**src/rtl/isa_pkg.sv**
```systemverilog
// Shared ISA definitions for the decode stage: opcode classes, function
// codes, field widths and the IF/ID and ID/EX pipeline bundle types.
package isa_pkg;

    localparam int DATA_W  = 16;
    localparam int NREGS   = 8;
    localparam int REG_AW  = 3;
    localparam int OPC_W   = 6;
    localparam int FUNC_W  = 4;
    localparam int SHAMT_W = 4;

    // Opcode class lives in opcode[5:4]
    typedef enum logic [1:0] {
        CLS_ALU  = 2'b00,
        CLS_MEM  = 2'b01,
        CLS_RSV2 = 2'b10,
        CLS_RSV3 = 2'b11
    } op_class_e;

    // Function codes in opcode[3:0]
    localparam logic [FUNC_W-1:0] FN_NOP = 4'b0000;
    localparam logic [FUNC_W-1:0] FN_LDD = 4'b0001;
    localparam logic [FUNC_W-1:0] FN_STD = 4'b0010;
    localparam logic [FUNC_W-1:0] FN_LDM = 4'b0011;

    typedef struct packed {
        logic               valid;
        logic [OPC_W-1:0]   opcode;
        logic [REG_AW-1:0]  src;
        logic [REG_AW-1:0]  dst;
        logic [SHAMT_W-1:0] shamt;
    } if_id_t;

    typedef struct packed {
        logic               valid;
        logic [FUNC_W-1:0]  alu_op;
        logic               reg_we;
        logic               mem_rd;
        logic               mem_wr;
        logic               use_imm;
        logic [REG_AW-1:0]  src_idx;
        logic [REG_AW-1:0]  dst_idx;
        logic [DATA_W-1:0]  src_val;
        logic [DATA_W-1:0]  dst_val;
        logic [DATA_W-1:0]  imm;
    } id_ex_t;

    function automatic logic [DATA_W-1:0] zext_imm(
        input logic [SHAMT_W-1:0] s
    );
        return {{(DATA_W-SHAMT_W){1'b0}}, s};
    endfunction

endpackage

```
**src/rtl/reg_file.sv**
```systemverilog
// 8 x DATA_W register file: two combinational read ports, one write port
// written on the rising edge, synchronous active-high reset to zero.
// Ports: clk, rst, raddr_a_i/rdata_a_o, raddr_b_i/rdata_b_o,
//        we_i, waddr_i, wdata_i.
// Option: WB_BYPASS_EN defined -> a read of the index being written in the
// same cycle returns the write data; undefined -> returns the old value.
module reg_file
    import isa_pkg::*;
(
    input  logic              clk,
    input  logic              rst,
    input  logic [REG_AW-1:0] raddr_a_i,
    output logic [DATA_W-1:0] rdata_a_o,
    input  logic [REG_AW-1:0] raddr_b_i,
    output logic [DATA_W-1:0] rdata_b_o,
    input  logic              we_i,
    input  logic [REG_AW-1:0] waddr_i,
    input  logic [DATA_W-1:0] wdata_i
);

    logic [DATA_W-1:0] regs_q [NREGS];

    always_ff @(posedge clk) begin
        if (rst) begin
            for (int i = 0; i < NREGS; i++) begin
                regs_q[i] <= '0;
            end
        end else if (we_i) begin
            regs_q[waddr_i] <= wdata_i;
        end
    end

`ifdef WB_BYPASS_EN
    // Write-through: writeback result is visible to decode this cycle
    always_comb begin
        rdata_a_o = regs_q[raddr_a_i];
        rdata_b_o = regs_q[raddr_b_i];
        if (we_i && (waddr_i == raddr_a_i)) begin
            rdata_a_o = wdata_i;
        end
        if (we_i && (waddr_i == raddr_b_i)) begin
            rdata_b_o = wdata_i;
        end
    end
`else
    always_comb begin
        rdata_a_o = regs_q[raddr_a_i];
        rdata_b_o = regs_q[raddr_b_i];
    end
`endif

endmodule

```
**src/rtl/decode_stage.sv**
```systemverilog
// Pipeline stage 2: IF/ID latch, opcode decoder, register-file read,
// load-use hazard detection and the registered ID/EX bundle.
// Inputs : clk, rst (sync, active high), opcode/src/dst/shiftamount,
//          if_valid, flush, wb_en/wb_addr/wb_data (register-file write).
// Outputs: stall (comb), ex_* ID/EX bundle, illegal (one-cycle pulse).
// Option : WB_BYPASS_EN selects write-through register-file reads.
module decode_stage
    import isa_pkg::*;
(
    input  logic               clk,
    input  logic               rst,
    input  logic [OPC_W-1:0]   opcode,
    input  logic [REG_AW-1:0]  src,
    input  logic [REG_AW-1:0]  dst,
    input  logic [SHAMT_W-1:0] shiftamount,
    input  logic               if_valid,
    input  logic               flush,
    input  logic               wb_en,
    input  logic [REG_AW-1:0]  wb_addr,
    input  logic [DATA_W-1:0]  wb_data,
    output logic               stall,
    output logic               ex_valid,
    output logic [FUNC_W-1:0]  ex_alu_op,
    output logic               ex_reg_we,
    output logic               ex_mem_rd,
    output logic               ex_mem_wr,
    output logic               ex_use_imm,
    output logic [REG_AW-1:0]  ex_src_idx,
    output logic [REG_AW-1:0]  ex_dst_idx,
    output logic [DATA_W-1:0]  ex_src_val,
    output logic [DATA_W-1:0]  ex_dst_val,
    output logic [DATA_W-1:0]  ex_imm,
    output logic               illegal
);

    if_id_t ifid_q, ifid_d;
    id_ex_t idex_q, idex_d;
    logic   illegal_q, illegal_d;

    logic [DATA_W-1:0] src_val, dst_val;

    op_class_e         cls;
    logic [FUNC_W-1:0] func;
    id_ex_t            dec;
    logic              dec_illegal;
    logic              use_src, use_dst;
    logic              hz_src, hz_dst;
    logic              load_use;

    reg_file u_rf (
        .clk       (clk),
        .rst       (rst),
        .raddr_a_i (ifid_q.src),
        .rdata_a_o (src_val),
        .raddr_b_i (ifid_q.dst),
        .rdata_b_o (dst_val),
        .we_i      (wb_en),
        .waddr_i   (wb_addr),
        .wdata_i   (wb_data)
    );

    assign cls  = op_class_e'(ifid_q.opcode[5:4]);
    assign func = ifid_q.opcode[3:0];

    // Decode of the instruction currently in IF/ID
    always_comb begin
        dec         = '0;
        dec_illegal = 1'b0;
        use_src     = 1'b0;
        use_dst     = 1'b0;

        dec.valid   = 1'b1;
        dec.src_idx = ifid_q.src;
        dec.dst_idx = ifid_q.dst;
        dec.src_val = src_val;
        dec.dst_val = dst_val;
        dec.imm     = zext_imm(ifid_q.shamt);

        unique case (cls)
            CLS_ALU: begin
                dec.alu_op = func;
                if (func != FN_NOP) begin
                    dec.reg_we = 1'b1;
                    use_src    = 1'b1;
                    use_dst    = 1'b1;
                end
            end
            CLS_MEM: begin
                unique case (func)
                    FN_LDD: begin
                        dec.mem_rd = 1'b1;
                        dec.reg_we = 1'b1;
                        use_src    = 1'b1;
                    end
                    FN_STD: begin
                        dec.mem_wr = 1'b1;
                        use_src    = 1'b1;
                        use_dst    = 1'b1;
                    end
                    FN_LDM: begin
                        dec.reg_we  = 1'b1;
                        dec.use_imm = 1'b1;
                    end
                    default: dec_illegal = 1'b1;
                endcase
            end
            default: dec_illegal = 1'b1;
        endcase
    end

    // Load in ID/EX whose destination feeds the instruction in IF/ID
    assign hz_src   = use_src && (idex_q.dst_idx == ifid_q.src);
    assign hz_dst   = use_dst && (idex_q.dst_idx == ifid_q.dst);
    assign load_use = ifid_q.valid && idex_q.valid && idex_q.mem_rd
                      && (hz_src || hz_dst);

    // A flush squashes whatever would have stalled
    assign stall = load_use && !flush;

    always_comb begin
        ifid_d    = ifid_q;
        idex_d    = '0;
        illegal_d = 1'b0;

        if (flush) begin
            ifid_d = '0;
        end else if (!load_use) begin
            if (if_valid) begin
                ifid_d.valid  = 1'b1;
                ifid_d.opcode = opcode;
                ifid_d.src    = src;
                ifid_d.dst    = dst;
                ifid_d.shamt  = shiftamount;
            end else begin
                ifid_d = '0;
            end
        end

        // Illegal opcodes leave a bubble behind and raise a pulse
        if (!flush && !load_use && ifid_q.valid) begin
            if (dec_illegal) begin
                illegal_d = 1'b1;
            end else begin
                idex_d = dec;
            end
        end
    end

    always_ff @(posedge clk) begin
        if (rst) begin
            ifid_q    <= '0;
            idex_q    <= '0;
            illegal_q <= 1'b0;
        end else begin
            ifid_q    <= ifid_d;
            idex_q    <= idex_d;
            illegal_q <= illegal_d;
        end
    end

    assign ex_valid   = idex_q.valid;
    assign ex_alu_op  = idex_q.alu_op;
    assign ex_reg_we  = idex_q.reg_we;
    assign ex_mem_rd  = idex_q.mem_rd;
    assign ex_mem_wr  = idex_q.mem_wr;
    assign ex_use_imm = idex_q.use_imm;
    assign ex_src_idx = idex_q.src_idx;
    assign ex_dst_idx = idex_q.dst_idx;
    assign ex_src_val = idex_q.src_val;
    assign ex_dst_val = idex_q.dst_val;
    assign ex_imm     = idex_q.imm;
    assign illegal    = illegal_q;

endmodule
```
**config.mk**
```make
export PLATFORM = sky130hd
export DESIGN_NAME = decode_stage
export DESIGN_NICKNAME = d
export VERILOG_FILES = /design/src/rtl/isa_pkg.sv /design/src/rtl/reg_file.sv /design/src/rtl/decode_stage.sv
export SDC_FILE = /design/constraint.sdc
export NUM_CORES = 1
export LEC_CHECK = 0
export ABC_AREA = 1
export ABC_CLOCK_PERIOD_IN_PS = 3050
export CORE_MARGIN = 2
export CORE_UTILIZATION = 50
export DETAILED_ROUTE_END_ITERATION = 8
export GPL_ROUTABILITY_DRIVEN = 0
export PLACE_DENSITY = 0.72
export REMOVE_ABC_BUFFERS = 1
export SLEW_MARGIN = 0
export SYNTH_ARGS = -nofsm -noshare
export SYNTH_HDL_FRONTEND = slang
export SYNTH_SLANG_ARGS = --single-unit
```
**constraint.sdc**
```tcl
create_clock -name clk -period 3.05 [get_ports clk]
set_clock_uncertainty 0.05 [all_clocks]
set_input_delay 0.61 -clock clk [delete_from_list [all_inputs] [get_ports clk]]
set_output_delay 0.61 -clock clk [all_outputs]
set_load 0.005 [all_outputs]
```
==> results.py, run 1 <==
metrics = {
    "floorplan": {
        "die_y_um": 141.8,
        "die-area_um2": 20120,
        "rows": 50,
        "io-pin-count": 105,
        "fp.dieW_um": 141.8,
        "core_um2": 18710,
        "initial_core_util": 0.5079,
    },
    "global_route": {
        "grt_max_degree": 52,
        "antenna_found_initial": 0,
        "grt_first_pass_wirelength_mm": 40.62,
        "grt_use_total": 0.2592,
        "grt_pass1_vias": 7618,
        "grt_overflow": 0,
    },
    "finish": {
        "syn2layout_area_growth_pct": 20.10,
        "antennaDiodeCount": 0,
        "fill_cells": 1583,
        "drive_gt1_frac": 0.09413,
        "finalNetCount": 1267,
    },
    "worst_setup_path": {
        "start_kind": "flop",
        "worst_ep_required_time_ns": 2.39,
        "path_class": "reg2out",
        "cp_slowest_cell": "clkdlybuf4s50_1",
        "crit_chain": "inv_1 > nor2_1 > nand3_1 > nand2_1 > nand3_1 > nand2_4 > nand2_4 > nor2_1 > clkdlybuf4s50_1",
        "reg2reg_slack_ns": 0.97,
        "r2r-end": "ex_imm[0]",
        "path_buf_inv": 2,
        "crit_family": "simple AND/OR/NAND/NOR gates",
        "rr_worst_depth": 11,
        "arrival_ns": 2.26,
        "end_kind": "output port",
        "r2r_start": "func[1]",
        "crit_fanout": 16,
        "max_stage_delay_ns": 0.50,
    },
    "logic_synthesis": {
        "synth_fa_ha_area_frac": 0,
        "yosys.area_share.simple": 0.1981,
        "yosysSeqAreaShare": 0.5626,
        "synth_edf_count": 128,
        "synth_area_leaders": "edfxtp_1 40%, dfxtp_1 16%, nor2_1 8.8%, o21ai_0 8.5%, nand2_1 6.7%",
        "yosys.area.top_type": "edfxtp_1",
        "synth-compound-area-share": 0.1451,
        "post-synth-top-count-cell": "nor2_1",
        "synthArstFlopShare": 0,
        "synth_cell_type_count": 27,
        "synth_top_family_by_area": "simple AND/OR/NAND/NOR gates",
        "synthTopCellsByCount": "222 x nor2_1, 169 x nand2_1, 162 x o21ai_0",
        "syn_area_um2": 9500,
        "avgSynthCellArea_um2": 8.290,
        "synth_top_area_frac": 0.4046,
        "synthMuxAreaShare": 0,
        "yosys_warnings": 0,
        "synth_seq_cells": 203,
        "postSynthCellCount": 1146,
        "synth_top_flop_cell": "edfxtp_1",
        "yosys.area_share.xor_xnor": 0.0009219,
    },
    "clock_tree": {
        "clk_path_buf_depth": 3,
        "cts_resized": 0,
        "holdBufCountCts": 0,
        "cts_sinks": 203,
        "cts_tree": "yes",
        "clk_latency_ns": 0.51,
        "clk_pin_slew_worst_paths_ns": 0.06,
        "cts_setup_buffers": 0,
        "htreeDepth": 1,
        "cts_buffers": 22,
        "cts-root-buf": "clkbuf_16",
    },
    "status": {
        "status": "complete, no violations",
    },
    "detailed_routing": {
        "final_antenna_net_count": 0,
        "drcViolationCount": 0,
        "num_vias": 8004,
        "drtIter0Drc": 965,
        "drt_wl_total_mm": 25.74,
        "wire_per_inst_um": 17.43,
        "drtPass1Iterations": 6,
        "viasPerCell": 5.419,
    },
    "worst_hold_path": {
        "hold_end": "ex_imm[2]",
        "hp-class": "reg2reg",
        "hold_depth": 2,
        "hp-start": "dec[2]",
    },
    "power_and_ir_drop": {
        "ir_drop_mv": 0.3321,
        "p_leak_nw": 4.637,
        "power_density_nw_per_um2": 553.2,
    },
    "flow_run": {
        "drv_cap": 0,
    },
    "timing": {
        "tightestPinTransition_ns": 0.8639,
        "max-slew-margin-rel": 0.4234,
        "rsz0062_at_grt": "no",
        "period_share": 0.9582,
        "setup_slack_ns": 0.1274,
        "max_freq_ghz": 0.3422,
        "fin_crit_ns": 2.923,
        "final.setup.tns_ns": 0,
        "finalSetupViolCount": 0,
        "final-hold-violation-count": 0,
        "drv_slew": 0,
        "holdWs_ns": 0.3804,
    },
    "place": {
        "portBuffers": 92,
        "dp_slack_ns": 0.5786,
        "hpwl_mm": 16.87,
    },
}
## sequential cells by signal, indices dropped and copies added, names as in the netlist, 3 cells and up, named ones only
register and cells:
ex_alu_op 4, ex_imm 4, u_rf.regs_q 128, ex_src_idx 3, func 4, ex_dst_idx 3
ex_src_val 16, dec 10, ex_dst_val 16
## kinds of logic (layout without fill, tap and decap cells)
kind of cell | after synthesis | after routing
simple gates | 458 | 458
other cells | 1 | 12
buf+inv | 208 | 294
flops | 203 | 203
xor+xnor | 1 | 1
compound gates | 275 | 275
## area by class of cell
type	count	area [um^2]	area share
flip-flops and latches	203	5350	0.4689
multi-input cells	746	3319	0.2909
repair buffers	125	1219	0.1068
clock buffers	37	729.5	0.06393
inverters	129	484.2	0.04244
well taps	234	292.8	0.02566
clock inverters	3	15.01	0.001316
## per-stage QoR
| stage | utilization | total power [W] | instance area, um^2 | std cells |
|---|---|---|---|---|
| 2_1_floorplan | - | 0.003432 | 9144 | 1078 |
| 3_3_place_gp | 0.5699 | 0.003655 | 10660 | 1437 |
| 3_5_place_dp | 0.5699 | 0.003666 | 10660 | 1437 |
| 4_1_cts | 0.6097 | 0.006331 | 11400 | 1477 |
| 5_1_grt | 0.6100 | 0.006522 | 11410 | 1477 |
| 6_report | 0.6100 | 0.006312 | 11410 | 1477 |
## tightest hold or removal path: stages, from the launching register on
cell and delay [ns]:
dfxtp_1 0.31, inv_1 0.05, nor2_1 0.03
## cells in the final DEF (no fill, tap or decap)
cell	netlist	final
clkbuf_8	0	3
clkdlybuf4s50_1	0	92
dfxtp_1	75	71
o21ai_1	31	31
nand4_1	2	2
o31ai_1	1	1
nand2_4	1	2
nand3_4	1	1
conb_1	1	12
nor2_2	39	39
edfxtp_1	128	128
nor2_1	222	222
clkinv_2	0	3
inv_2	2	2
dfxtp_2	0	4
clkbuf_4	0	2
nand2_1	169	169
a21oi_1	81	81
inv_1	126	126
nor2_4	1	1
clkbuf_1	43	6
xnor2_1	1	1
clkbuf_16	0	26
nand3_1	21	21
buf_12	0	4
or2_2	1	1
clkinv_1	1	1
o21ai_0	162	162
buf_4	13	29
## worst max-delay path by stage
stage / from / to / cells past startpoint / slack [ns]
global route: cls[0] / stall / 9 / 0.02
global placement: rst / u_rf.regs_q[4][0] / 7 / 0.66
CTS: func[1] / stall / 9 / 0.07
detailed placement: rst / u_rf.regs_q[4][0] / 7 / 0.58
floorplan: flop / ex_dst_val[0] / 7 / 0.002
finish: func[1] / stall / 9 / 0.13
## metal layers
metal,wire [um],vias to the layer above,part of all wire,GRT usage
met4,867,0,0.034,0.1016
met3,2197,71,0.085,0.04826
met1,10170,3693,0.40,0.3302
li1,-,3841,-,-
met5,0,-,0,0
met2,12500,399,0.49,0.4400
## where the power goes
group          total [W]  switching (W)  internal, W  leakage, nW
sequential       0.00312      0.0000757      0.00304         1.83
clock            0.00269        0.00106      0.00163        0.370
combinational   0.000503       0.000327     0.000176         2.43
Note: power is estimated with default switching activity, not from simulation.
==> run 2: changes to the inputs <==
--- a/config.mk
+++ b/config.mk
@@ -9,6 +9,7 @@
 export ABC_CLOCK_PERIOD_IN_PS = 3050
 export CORE_MARGIN = 2
 export CORE_UTILIZATION = 50
+export CTS_BUF_LIST = sky130_fd_sc_hd__clkbuf_16
 export DETAILED_ROUTE_END_ITERATION = 8
 export GPL_ROUTABILITY_DRIVEN = 0
 export PLACE_DENSITY = 0.72
==> run 2 against run 1 <==
- die area unchanged
- power down 1.9%
- core utilization down 0.20 points
- first-iteration DRC count down 15%
- via count about the same
- global-route usage about the same
- setup slack worse by 0.0020 ns
- count of clock-buffer cells in the layout down 11
- final cell count unchanged
- sequential share of layout area up 0.15 points
- non-clock buffer count unchanged
- combinational power about the same
- largest cell class unchanged
==> results.py, run 2 (same netlist as run 1, synthesis figures left out) <==
metrics = {
    "clock_tree": {
        "clk_latency_ns": 0.51,
        "cts-root-buf": "clkbuf_16",
        "cts_setup_buffers": 0,
        "holdBufCountCts": 0,
        "cts_buffers": 22,
        "cts_tree": "yes",
        "htreeDepth": 1,
        "clk_pin_slew_worst_paths_ns": 0.06,
        "cts_sinks": 203,
        "clk_path_buf_depth": 3,
    },
    "worst_hold_path": {
        "hp-start": "dec[2]",
        "hp-class": "reg2reg",
        "hold_depth": 2,
        "hold_end": "ex_imm[2]",
    },
    "finish": {
        "antennaDiodeCount": 0,
        "largest_register": "u_rf.regs_q",
        "syn2layout_area_growth_pct": 19.70,
        "fin_cells": 1477,
        "final_common_cell": "nor2_1",
        "largest_reg_flops": 128,
        "finalNetCount": 1267,
        "final_cell_mix": "222 x nor2_1, 169 x nand2_1, 162 x o21ai_0",
        "drive_gt1_frac": 0.09091,
    },
    "detailed_routing": {
        "viasPerCell": 5.422,
        "drtPass1Iterations": 6,
        "final_antenna_net_count": 0,
        "drt_wl_total_mm": 25.79,
        "drcViolationCount": 0,
        "drtIter0Drc": 823,
        "num_vias": 8009,
        "wire_per_inst_um": 17.46,
    },
    "global_route": {
        "grt_overflow": 0,
        "use_met3": 0.04927,
        "grt_first_pass_wirelength_mm": 40.61,
        "gr-usage-met1": 0.3276,
        "grt_max_degree": 52,
        "grt_use_total": 0.2591,
        "grt-busiest-layer": "met2",
        "antenna_found_initial": 0,
        "grt_pass1_vias": 7628,
        "use_met2": 0.4379,
    },
    "worst_setup_path": {
        "reg2reg_slack_ns": 0.97,
        "max_stage_delay_ns": 0.50,
        "crit_family": "simple AND/OR/NAND/NOR gates",
        "crit_chain": "inv_1 > nor2_1 > nand3_1 > nand2_1 > nand3_1 > nand2_4 > nand2_4 > nor2_1 > clkdlybuf4s50_1",
        "arrival_ns": 2.26,
        "path_buf_inv": 2,
        "path_class": "reg2out",
        "cp_slowest_cell": "clkdlybuf4s50_1",
        "worst_ep_required_time_ns": 2.39,
        "start_kind": "flop",
        "rr_worst_depth": 11,
        "crit_fanout": 16,
        "crit_cells": 9,
        "r2r_start": "func[1]",
        "end_kind": "output port",
        "r2r-end": "ex_imm[0]",
    },
    "timing": {
        "max_freq_ghz": 0.3419,
        "rsz0062_at_grt": "no",
        "final.setup.tns_ns": 0,
        "tightestPinTransition_ns": 0.8398,
        "drv_slew": 0,
        "fin_crit_ns": 2.925,
        "final-hold-violation-count": 0,
        "finalSetupViolCount": 0,
        "max-slew-margin-rel": 0.4395,
        "period_share": 0.9589,
    },
    "floorplan": {
        "die-area_um2": 20120,
        "rows": 50,
        "fp.dieW_um": 141.8,
        "core_um2": 18710,
        "die_y_um": 141.8,
        "io-pin-count": 105,
        "initial_core_util": 0.5079,
    },
    "place": {
        "hpwl_mm": 16.87,
        "portBuffers": 92,
        "place_inst": 1437,
    },
    "power_and_ir_drop": {
        "power_density_nw_per_um2": 544.7,
        "p_leak_nw": 4.649,
        "ir_drop_mv": 0.3264,
    },
    "flow_run": {
        "drv_cap": 0,
    },
    "status": {
        "status": "complete, no violations",
    },
}
run 2: cell count changes in the layout (fill, tap and decap cells not counted), sizes merged:
| cell | delta |
|---|---|
| clkbuf | -11 |
| inv | +9 |
| clkinv | +2 |
run 2: area by class of cell:
class / count / area, um^2
inverter: 129 / 484.2
clock inverter: 14 / 56.30
fill: 1593 / 7333
multi-input combinational: 746 / 3319
clock buffer: 26 / 650.6
sequential: 203 / 5350
tap: 234 / 292.8
timing repair buffer: 125 / 1219
run 2: worst register-to-register path, stage by stage, from the launching register on:
cell	delay, ns
dfxtp_1	0.38
inv_1	0.09
nor2_1	0.15
nand3_1	0.09
nand2_1	0.08
nand3_1	0.12
nand2_4	0.20
nand2_4	0.06
buf_4	0.21
nand3_4	0.08
buf_4	0.34
nor2_1	0.09
run 2: how the worst max path moves through the flow:
stage	slack, ns	start	end
detailed placement	0.58	rst	u_rf.regs_q[4][0]
finish	0.13	func[1]	stall
CTS	0.07	func[1]	stall
global placement	0.66	rst	u_rf.regs_q[4][0]
global route	0.02	cls[0]	stall
floorplan	0.002	flop	ex_dst_val[0]
run 2: power breakdown:
group | switching (W) | internal, W
sequential | 0.0000768 | 0.00304
clock | 0.00106 | 0.00151
combinational | 0.000327 | 0.000176
total | 0.00147 | 0.00473
run 2: metal layers:
metal  up-vias  share of wire
met5         -              0
met2       414           0.48
met4         0          0.035
met1      3678           0.39
met3        73          0.091
li1       3844              -
run 2: what timing repair did:
action / CTS / global route
gates resized for setup: 0 / 1
endpoints found under the setup margin: 0 / 1
endpoints found under the hold margin: 0 / 0
run 2: metrics by stage:
step | worst slack [ns] | power (W) | utilization | hold WS [ns] | instance area [um^2]
floorplan | 0.001723 | 0.003432 | - | 0.3589 | 9144
global placement | 0.6619 | 0.003655 | 0.5699 | 0.3712 | 10660
detailed placement | 0.5786 | 0.003666 | 0.5699 | 0.3709 | 10660
CTS | 0.07245 | 0.006209 | 0.6077 | 0.3808 | 11370
global route | 0.02279 | 0.006403 | 0.6080 | 0.4138 | 11370
finish | 0.1254 | 0.006194 | 0.6080 | 0.3793 | 11370
==> run 3: changes to the inputs <==
--- a/config.mk
+++ b/config.mk
@@ -8,11 +8,12 @@
 export ABC_AREA = 1
 export ABC_CLOCK_PERIOD_IN_PS = 3050
 export CORE_MARGIN = 2
-export CORE_UTILIZATION = 50
+export CORE_UTILIZATION = 45
 export CTS_BUF_LIST = sky130_fd_sc_hd__clkbuf_16
+export CTS_CLUSTER_SIZE = 25
 export DETAILED_ROUTE_END_ITERATION = 8
 export GPL_ROUTABILITY_DRIVEN = 0
-export PLACE_DENSITY = 0.72
+export PLACE_DENSITY = 0.66
 export REMOVE_ABC_BUFFERS = 1
 export SLEW_MARGIN = 0
 export SYNTH_ARGS = -nofsm -noshare
==> run 3 against run 2 <==
- count of clock-buffer cells in the layout decreased by 1
- global-route usage shrank 3.4 points
- final cell count increased by 2.6%
- via count decreased by 1.9%
- non-clock buffer count shrank 3
- die area grew 11%
- sequential share of layout area down 0.20 points
- setup slack improved by 0.053 ns
- maximum frequency increased by 1.9%
- sequential cell count unchanged
- critical path type unchanged
- clock power is 3% higher
- power rose by 1.0%
==> results.py, run 3 (same netlist as run 1, synthesis figures left out) <==
metrics = {
    "status": {
        "status": "complete, no violations",
    },
    "clock_tree": {
        "cts_tree": "yes",
        "clk_path_buf_depth": 3,
        "clk_pin_slew_worst_paths_ns": 0.06,
        "cts-root-buf": "clkbuf_16",
        "holdBufCountCts": 0,
        "htreeDepth": 1,
        "cts_buffers": 23,
        "cts_sinks": 203,
        "cts_resized": 0,
        "clk_latency_ns": 0.51,
        "cts_setup_buffers": 0,
    },
    "floorplan": {
        "core_um2": 20890,
        "rows": 53,
        "initial_core_util": 0.4548,
        "die_y_um": 149.3,
        "fp.dieW_um": 149.3,
        "die-area_um2": 22290,
        "io-pin-count": 105,
    },
    "flow_run": {
        "drv_cap": 0,
    },
    "detailed_routing": {
        "drtIter0Drc": 915,
        "drcViolationCount": 0,
        "drtPass1Iterations": 5,
        "drt_wl_total_mm": 24.99,
        "num_vias": 7857,
        "final_antenna_net_count": 0,
        "wire_per_inst_um": 16.49,
        "viasPerCell": 5.183,
    },
    "power_and_ir_drop": {
        "ir_drop_mv": 0.3645,
        "switching_share": 0.2378,
        "p_comb_frac": 0.080,
        "power_switching_w": 0.001488,
        "clkPwrFrac": 0.423,
        "p_leak_nw": 4.639,
        "power_density_nw_per_um2": 547.9,
        "intPower_w": 0.004769,
        "seq_power_share": 0.496,
    },
    "worst_hold_path": {
        "hold_depth": 2,
        "hp-start": "dec[0]",
        "hp-class": "reg2reg",
        "hold_end": "ex_imm[0]",
    },
    "finish": {
        "syn2layout_area_growth_pct": 20.20,
        "fill_cells": 1909,
        "drive_gt1_frac": 0.09267,
        "post-route-util": 0.5467,
        "largest_reg_flops": 128,
        "final_cell_mix": "222 x nor2_1, 169 x nand2_1, 162 x o21ai_0",
        "finalNetCount": 1265,
        "final_common_cell": "nor2_1",
        "antennaDiodeCount": 0,
        "largest_register": "u_rf.regs_q",
        "final_area_um2": 11420,
    },
    "worst_setup_path": {
        "worst_ep_required_time_ns": 2.39,
        "arrival_ns": 2.21,
        "crit_fanout": 16,
        "reg2reg_slack_ns": 0.86,
        "start_kind": "flop",
        "path_class": "reg2out",
        "r2r_start": "func[0]",
        "rr_worst_depth": 11,
        "r2r-end": "ex_imm[1]",
        "end_kind": "output port",
    },
    "timing": {
        "period_share": 0.9414,
        "final-hold-violation-count": 0,
        "max-slew-margin-rel": 0.3817,
        "rsz0062_at_grt": "no",
        "finalSetupViolCount": 0,
        "max_freq_ghz": 0.3483,
        "final.setup.tns_ns": 0,
        "fin_crit_ns": 2.871,
        "tightestPinTransition_ns": 0.9275,
        "drv_slew": 0,
        "holdWs_ns": 0.3768,
        "setup_slack_ns": 0.1787,
    },
    "global_route": {
        "grt_overflow": 0,
        "antenna_found_initial": 0,
        "grt_first_pass_wirelength_mm": 39.48,
        "grt_pass1_vias": 7377,
        "grt_use_total": 0.2255,
        "grt_max_degree": 97,
    },
    "place": {
        "placed_area_um2": 10690,
        "hpwl_mm": 16.02,
        "dp_slack_ns": 0.6424,
        "portBuffers": 92,
    },
}
-- run 3: through the flow --
stage / total power (W) / instances
floorplan: 0.003432 / 1078
global placement: 0.003645 / 1475
detailed placement: 0.003655 / 1475
CTS: 0.006291 / 1516
global route: 0.006490 / 1516
finish: 0.006257 / 1516
-- run 3: worst max-delay path by stage --
| stage | start | end | slack, ns | cells after the start |
|---|---|---|---|---|
| after CTS | func[1] | stall | 0.09 | 9 |
| final | func[1] | stall | 0.18 | 9 |
| after detailed placement | func[1] | stall | 0.64 | 9 |
| after floorplan | flop | ex_dst_val[0] | 0.002 | 7 |
| after global placement | func[1] | stall | 0.65 | 9 |
| after global routing | func[1] | stall | 0.02 | 9 |
-- run 3: worst max-delay path: stages (launching register included) --
cell and delay, ns:
dfxtp_1 0.37, inv_1 0.09, nor2_1 0.12, nand3_1 0.09, nand2_1 0.08, nand3_1 0.11, nand2_4 0.20, nand2_4 0.06
nor2_1 0.08, clkdlybuf4s50_1 0.50
-- run 3: cell type report --
cell class	instances	area, um^2	share of cell area
inverter	129	484.2	0.04240
multi-input combinational	746	3319	0.2907
timing repair buffer	122	1196	0.1047
tap	275	344.1	0.03013
sequential	203	5350	0.4685
clock buffer	25	625.6	0.05478
clock inverter	16	100.1	0.008765
-- run 3: routing by layer --
layer | wire length [um] | vias to the layer above | GRT usage
met1 | 10580 | 3574 | 0.3080
li1 | - | 3840 | -
met3 | 2492 | 46 | 0.05076
met2 | 11380 | 397 | 0.3578
met4 | 536 | 0 | 0.07333
met5 | 0 | - | 0
-- run 3: power by group through the flow --
| stage | Sequential, W | Combinational (W) | Clock, W |
|---|---|---|---|
| floorplan | 0.00315 | 0.000278 | 0 |
| global placement | 0.00316 | 0.000487 | 0 |
| detailed placement | 0.00316 | 0.000494 | 0 |
| CTS | 0.00310 | 0.000497 | 0.00269 |
| global route | 0.00312 | 0.000562 | 0.00281 |
| finish | 0.00311 | 0.000502 | 0.00265 |
